===== config.mk =====
export PLATFORM = sky130hd
export DESIGN_NAME = glitch_filter_multi
export DESIGN_NICKNAME = d
export VERILOG_FILES = /design/src/rtl/glitch_filter_pkg.sv /design/src/rtl/glitch_filter_chan.sv /design/src/rtl/glitch_filter_multi.sv
export SDC_FILE = /design/constraint.sdc
export NUM_CORES = 1
export LEC_CHECK = 0
export BUFFER_PORTS_ARGS = -buffer_cell sky130_fd_sc_hd__buf_2
export CAP_MARGIN = 10
export CORE_MARGIN = 2
export CORE_UTILIZATION = 58
export DETAILED_ROUTE_END_ITERATION = 6
export MAX_ROUTING_LAYER = met4
export PLACE_DENSITY = 0.8
export SETUP_SLACK_MARGIN = 0.5
export SYNTH_ARGS = -nofsm -noshare
export SYNTH_HDL_FRONTEND = slang
export SYNTH_SLANG_ARGS = --single-unit

===== constraint.sdc =====
create_clock -name clk -period 1.8 [get_ports clk]
set_clock_uncertainty 0.05 [all_clocks]
set_input_delay 0.27 -clock clk [delete_from_list [all_inputs] [get_ports clk]]
set_output_delay 0.27 -clock clk [all_outputs]
set_load 0.005 [all_outputs]

===== src/rtl/glitch_filter_pkg.sv =====
// Shared constants and helpers for the glitch_filter_multi block.
package glitch_filter_pkg;

  localparam int unsigned GF_DEF_FILTER_CYCLES = 5;
  localparam int unsigned GF_DEF_SYNC_STAGES   = 2;

  // Ceiling log2; gf_clog2(0) and gf_clog2(1) both return 0.
  function automatic int unsigned gf_clog2(input int unsigned v);
    int unsigned r;
    r = 0;
    for (int i = 0; i < 32; i++) begin
      if (v > (32'd1 << i)) r = 32'(i + 1);
    end
    return r;
  endfunction

  // Counter width able to hold 0..n-1, never narrower than one bit.
  function automatic int unsigned gf_cnt_width(input int unsigned n);
    int unsigned w;
    w = gf_clog2(n + 1);
    return (w < 1) ? 1 : w;
  endfunction

endpackage


===== src/rtl/glitch_filter_chan.sv =====
// One glitch filter channel: synchroniser, consecutive-sample counter,
// registered filtered level and one-cycle rise/fall pulses.
module glitch_filter_chan
  import glitch_filter_pkg::*;
#(
  parameter int unsigned FILTER_CYCLES = GF_DEF_FILTER_CYCLES,
  parameter int unsigned SYNC_STAGES   = GF_DEF_SYNC_STAGES,
  parameter logic        RESET_BIT     = 1'b0
) (
  input  logic clk,
  input  logic rst_n,
  input  logic in,
  output logic out,
  output logic rise,
  output logic fall
);

  localparam int unsigned   CW       = gf_cnt_width(FILTER_CYCLES);
  localparam logic [CW-1:0] CNT_LAST = CW'(FILTER_CYCLES - 1);

  logic [SYNC_STAGES-1:0] sync_q;
  logic [CW-1:0]          cnt_q, cnt_d;
  logic                   out_d, rise_d, fall_d;
  logic                   s;

  assign s = sync_q[SYNC_STAGES-1];

  // Plain flop chain, no logic between stages.
  always_ff @(posedge clk or negedge rst_n) begin
    if (!rst_n) sync_q <= {SYNC_STAGES{RESET_BIT}};
    else        sync_q <= {sync_q[SYNC_STAGES-2:0], in};
  end

  // Any sample agreeing with out restarts the count.
  always_comb begin
    cnt_d  = cnt_q;
    out_d  = out;
    rise_d = 1'b0;
    fall_d = 1'b0;
    if (s == out) begin
      cnt_d = '0;
    end else if (cnt_q == CNT_LAST) begin
      cnt_d  = '0;
      out_d  = s;
      rise_d = s;
      fall_d = ~s;
    end else begin
      cnt_d = cnt_q + CW'(1);
    end
  end

  always_ff @(posedge clk or negedge rst_n) begin
    if (!rst_n) begin
      cnt_q <= '0;
      out   <= RESET_BIT;
      rise  <= 1'b0;
      fall  <= 1'b0;
    end else begin
      cnt_q <= cnt_d;
      out   <= out_d;
      rise  <= rise_d;
      fall  <= fall_d;
    end
  end

endmodule


===== src/rtl/glitch_filter_multi.sv =====
// Multi-channel glitch filter / debouncer. Define GLITCH_FILTER_IRQ_EN to
// add sticky per-channel event flags (write-1-to-clear) and an irq output.
module glitch_filter_multi
  import glitch_filter_pkg::*;
#(
  parameter int unsigned          CHANNELS      = 4,
  parameter int unsigned          FILTER_CYCLES = GF_DEF_FILTER_CYCLES,
  parameter int unsigned          SYNC_STAGES   = GF_DEF_SYNC_STAGES,
  parameter logic [CHANNELS-1:0]  RESET_VAL     = '0
) (
  input  logic                clk,
  input  logic                rst_n,
  input  logic [CHANNELS-1:0] in,
`ifdef GLITCH_FILTER_IRQ_EN
  input  logic [CHANNELS-1:0] evt_clr,
  output logic [CHANNELS-1:0] evt,
  output logic                irq,
`endif
  output logic [CHANNELS-1:0] out,
  output logic [CHANNELS-1:0] rise,
  output logic [CHANNELS-1:0] fall
);

  for (genvar i = 0; i < CHANNELS; i++) begin : g_chan
    glitch_filter_chan #(
      .FILTER_CYCLES (FILTER_CYCLES),
      .SYNC_STAGES   (SYNC_STAGES),
      .RESET_BIT     (RESET_VAL[i])
    ) u_chan (
      .clk   (clk),
      .rst_n (rst_n),
      .in    (in[i]),
      .out   (out[i]),
      .rise  (rise[i]),
      .fall  (fall[i])
    );
  end

`ifdef GLITCH_FILTER_IRQ_EN
  logic [CHANNELS-1:0] evt_d;

  // Set has priority over a simultaneous clear.
  always_comb begin
    evt_d = (evt & ~evt_clr) | rise | fall;
  end

  always_ff @(posedge clk or negedge rst_n) begin
    if (!rst_n) evt <= '0;
    else        evt <= evt_d;
  end

  assign irq = |evt;
`endif

endmodule


## Word-level counts from Yosys, hierarchy flattened

Cells that the tools add are included.

| word-level totals | value |
|---|---|
| word-level logic and storage cells | 68 |
| output and inout bits | 12 |
| flip-flop bits (word level) | 32 |
| input bits | 6 |

| operators by class | value |
|---|---|
| equality and inequality tests | 8 |
| reductions and logical operators | 4 |
| bitwise gates (word level) | 8 |
| add/sub/neg operators | 4 |
| multiplexer cells | 24 |

Operator list:

| cell | count |
|---|---|
| 2-to-1 mux 3 bit | 8 |
| 2-to-1 mux 1 bit | 16 |
| adder 3 x 1 -> 3 bit (second input constant) | 4 |
| == test 3 bit (second input constant) | 4 |
| NOT 1 bit | 8 |
| AND reduction 2 bit | 4 |
| == test 1 bit | 4 |

## Depth between registers and ports, before layout

| depth | value |
|---|---|
| word-level depth | 3 |
| depth in mapped cells | 4 |
| mapped depth without buffers | 4 |

## Modules after synthesis

Synthesis repeated with hierarchy kept, for this count alone.

| unflattened totals | value |
|---|---|
| cell total of the unflattened synthesis | 88 |
| area, all modules | 1,256.2 µm² |

By module, submodules not included:

| module | cells each | times used | area an instance (µm²) |
|---|---|---|---|
| glitch_filter_chan | 22 | 4 | 314.1 |

## Worst setup path before layout

No wires, ideal clock.

| timing path | value |
|---|---|
| path type | reg-to-reg |
| start point | register g_chan[3].u_chan.cnt_q[0] |
| end point | register g_chan[3].u_chan.cnt_q[2] |
| path slack | 0.599 ns |
| library setup time | 0.073 ns |
| path buffers | 0 |
| cell stages (with the launch flop) | 5 |
| arrival time | 1.077 ns |
| period minus slack after synthesis | 1.201 ns |
| required time | 1.677 ns |
| path through | dfrtp_1 inv_1 ha_1 or3b_1 a21oi_2 |

| on the way | value |
|---|---|
| cells in the longest elaborated chain, start to end | 3 |
| elaborated cells between the ends (all ways) | 4 |

RTL lines:

| what | line | text |
|---|---|---|
| from (decl) | glitch_filter_chan.sv:22 | `logic [CW-1:0] cnt_q, cnt_d;` |
| from (signal assigned) | glitch_filter_chan.sv:59 | `cnt_q <= cnt_d;` |
| adder 3 x 1 -> 3 bit / == test 3 bit (equally long branches) | glitch_filter_chan.sv:48, glitch_filter_chan.sv:42 |  |
| 2-to-1 mux 3 bit (*) | glitch_filter_chan.sv:42 | `end else if (cnt_q == CNT_LAST) begin` |
| 2-to-1 mux 3 bit (*) | glitch_filter_chan.sv:40 | `if (s == out) begin` |
| via g_chan[3].u_chan.cnt_d[2] | glitch_filter_chan.sv:22 |  |

The timed path passes the listed nets; every way through them passes the cells marked *.
A chain may end at the register's enable or synchronous reset.

## Worst setup path after layout

| timing path | value |
|---|---|
| start point | register g_chan[1].u_chan.cnt_q[0] |
| end point | register g_chan[1].u_chan.cnt_q[2] |

| on the way | value |
|---|---|
| cells in the longest elaborated chain, start to end | 3 |
| elaborated cells between the ends (all ways) | 4 |

RTL lines:

| what | line |
|---|---|
| from (decl) | glitch_filter_chan.sv:22 |
| from (signal assigned) | glitch_filter_chan.sv:59 |
| adder 3 x 1 -> 3 bit / == test 3 bit (equally long branches) | glitch_filter_chan.sv:48, glitch_filter_chan.sv:42 |
| 2-to-1 mux 3 bit (*) | glitch_filter_chan.sv:42 |
| 2-to-1 mux 3 bit (*) | glitch_filter_chan.sv:40 |
| via g_chan[1].u_chan.cnt_d[2] | glitch_filter_chan.sv:22 |

Marks and branches as above.

==> impl_metrics.env <==
export IMPL_grt_usage=0.161
export IMPL_p_per_area_nw_per_um2=1280
export IMPL_io_pins=18
export IMPL_critical_path_class="reg2reg"
export IMPL_yosys_cell_types_count=15
export IMPL_tns_ns=0
export IMPL_synth_ff_latch_count=32
export IMPL_die_x_um=52.0
export IMPL_crit_path_max_incr_delay_ns=0.39
export IMPL_rows=17
export IMPL_final_core_util=0.685
export IMPL_wl_um=1810
export IMPL_status="completed"
export IMPL_ys_seq_area_frac=0.600
export IMPL_synth_xor_area_frac=0.0263
export IMPL_synth_fa_ha_area_frac=0.0750
export IMPL_setup_violations=0
export IMPL_cp_arrival_ns=1.46
export IMPL_end_kind="flip-flop"
export IMPL_synth_top_family_by_area="simple AND/OR/NAND/NOR gates"
export IMPL_crit_chain="inv_1, ha_1, or3b_1, a21oi_2"
export IMPL_grt_overflow_total=0
export IMPL_clock_power_share=0.217
export IMPL_slew_headroom=0.549
export IMPL_max_freq_ghz=0.800
export IMPL_synthSimpleGateAreaFrac=0.154
export IMPL_ant_nets=0
export IMPL_worst_pin_slew_ns=0.676
export IMPL_vias=716
export IMPL_synth_compound_gate_area_share=0.0206
export IMPL_grt_pass1_vias=669
export IMPL_core_um2=2190
export IMPL_grt_max_degree=33
export IMPL_antenna_found_initial=0
export IMPL_start_kind="flip-flop"
export IMPL_crit_path_top_delay_cell="dfrtp_1"
export IMPL_rsz0062_at_grt="true"
export IMPL_root_buffer="clkbuf_4"
export IMPL_seq_power_share=0.513
export IMPL_avgRoutedWirePerCell_um=12.3
export IMPL_area_growth_pct=12.6
export IMPL_switchingPower_mw=0.586
export IMPL_gp_congestion=0.732
export IMPL_power_static_leakage_nw=0.722
export IMPL_synth_cells=100
export IMPL_final_net_count=132
export IMPL_period_share=0.695
export IMPL_hold_path_class="reg2reg"
export IMPL_final_max_slew_viol_count=0
export IMPL_power_switching_share=0.304
export IMPL_cts_sinks=32
export IMPL_min_period_ns=1.25
export IMPL_numCtsBuffers=5
export IMPL_combPwrFrac=0.270
export IMPL_clock_latency_ns=0.32
export IMPL_syn_nets=114
export IMPL_internal_power_mw=1.34
export IMPL_design_area_um2=1500
export IMPL_path_max_fanout=3
export IMPL_firstDrtPassIters=4
export IMPL_tritoncts="built"
export IMPL_synthMuxAreaShare=0.0338
export IMPL_clock_tree_buffer_depth=2
export IMPL_initial_utilization=0.609
export IMPL_die_h_um=52.0
export IMPL_hpwl_um=1190
export IMPL_drc=0
export IMPL_hold_viol_final=0
export IMPL_cap_violations=0
export IMPL_peakVddDrop_mv=0.775
export IMPL_io_buffers=17
export IMPL_h_tree_depth=2
export IMPL_dpl_cell_area_um2=1360
export IMPL_yosysWarnings=0
export IMPL_post_drt_via_cell_ratio=4.87
export IMPL_avgSynthCellArea_um2=13.3
export IMPL_cp_required_ns=2.01
export IMPL_rrSetupSlack_ns=0.55
export IMPL_drtIter0Drc=6
export IMPL_synth_area_um2=1330
export IMPL_path_clk_slew_ns=0.09
export IMPL_diodes=0
export IMPL_grt_pass1_wl_um=2880
export IMPL_fp_dieArea_um2=2700
export IMPL_final_layout_size_suffix_gt1_frac=0.336
[sequential cells by signal, indices dropped and copies added (netlist names)]
name	cells
g_chan.u_chan.sync_q	8
g_chan.u_chan.cnt_q	12
g_chan.u_chan.fall	4
g_chan.u_chan.out	4
g_chan.u_chan.rise	4
[routing by layer]
layer  GRT usage  share of wire  vias up
met4      0.0658          0.014        0
met1       0.170           0.44      344
met2       0.251           0.50       16
li1            -              -      352
met3      0.0862          0.047        4
met5           -              0        -
[power by group through the flow]
stage                     sequential (mW)  clock [mW]  combinational, mW
after floorplan                     0.973           0              0.397
after global placement              0.988           0              0.433
after detailed placement            0.999           0              0.474
after CTS                           0.985       0.434              0.490
after global routing                 1.01       0.464              0.600
final                               0.987       0.419              0.519
[final timing paths]
check,start,end,depth (start not counted)
setup reg to reg,g_chan[1].u_chan.cnt_q[0],g_chan[1].u_chan.cnt_q[2],4
setup / recovery,g_chan[1].u_chan.cnt_q[0],g_chan[1].u_chan.cnt_q[2],4
max in group asynchronous,rst_n,g_chan[1].u_chan.fall,2
hold reg to reg,g_chan[0].u_chan.sync_q[0],g_chan[0].u_chan.sync_q[1],0
min in group asynchronous,rst_n,g_chan[0].u_chan.sync_q[1],2
hold / removal,g_chan[0].u_chan.sync_q[0],g_chan[0].u_chan.sync_q[1],0
[repair_timing]
item | CTS | global route
hold buffers | 5 | 0
endpoints found under the hold margin | 36 | 0
buffers inserted | 0 | 1
resized for setup | 1 | 7
endpoints found under the setup margin | 1 | 6
pin swaps | 0 | 3
[final cells by class]
class,count,area [um2]
Clock buffer,8,58.8
Multi-Input combinational cell,48,434
Timing Repair Buffer,23,143
Fill cell,159,689
Inverter,8,30.0
Tap cell,28,35.0
Sequential cell,32,801
[through the flow]
stage | cells | setup WS, ns | hold WS [ns] | power [mW]
after floorplan | 100 | 0.599 | -0.0756 | 1.37
after global placement | 133 | 0.562 | 0.285 | 1.42
after detailed placement | 133 | 0.506 | 0.288 | 1.47
final | 147 | 0.549 | 0.307 | 1.92
after global routing | 147 | 0.481 | 0.312 | 2.07
after CTS | 146 | 0.518 | 0.307 | 1.91
[layout by cell type (no fill, tap or decap), drive strengths merged, types with 5 or more instances in the layout]
cell type / synthesis / final
clkbuf: 0 / 8
dlygate4sd3: 0 / 5
buf: 12 / 18
ha: 8 / 8
nor3b: 12 / 12
inv: 8 / 8
dfrtp: 32 / 32
[worst max-delay path: cells and delay by family (launching register included)]
| family | cells | cell delay, ns |
|---|---|---|
| fa+ha+maj | 1 | 0.21 |
| compound gates | 1 | 0.12 |
| buf+inv | 1 | 0.05 |
| flops | 1 | 0.39 |
| simple gates | 1 | 0.37 |
[cells by family (layout without fill, tap and decap cells)]
logic type	after synthesis	after routing
buffers and inverters	20	39
DFF	32	32
adders and majority gates	8	8
and+or+nand+nor	28	28
xor gates and xnor gates	4	4
AOI/OAI and AO/OA	4	4
muxes	4	4
[Yosys cell counts]
library cell,number,area share
xnor2_1,4,0.026
buf_4,12,0.068
a21oi_1,2,0.0075
a21oi_2,2,0.013
inv_1,8,0.023
or3b_1,4,0.026
nor3b_1,10,0.056
and3b_1,2,0.013
nand2_1,4,0.011
nor2b_1,2,0.0094
mux2_2,4,0.034
nor3b_2,2,0.019
ha_1,8,0.075
dfrtp_1,32,0.60
nand2b_1,4,0.019
Note: power is estimated with default switching activity, not from simulation.
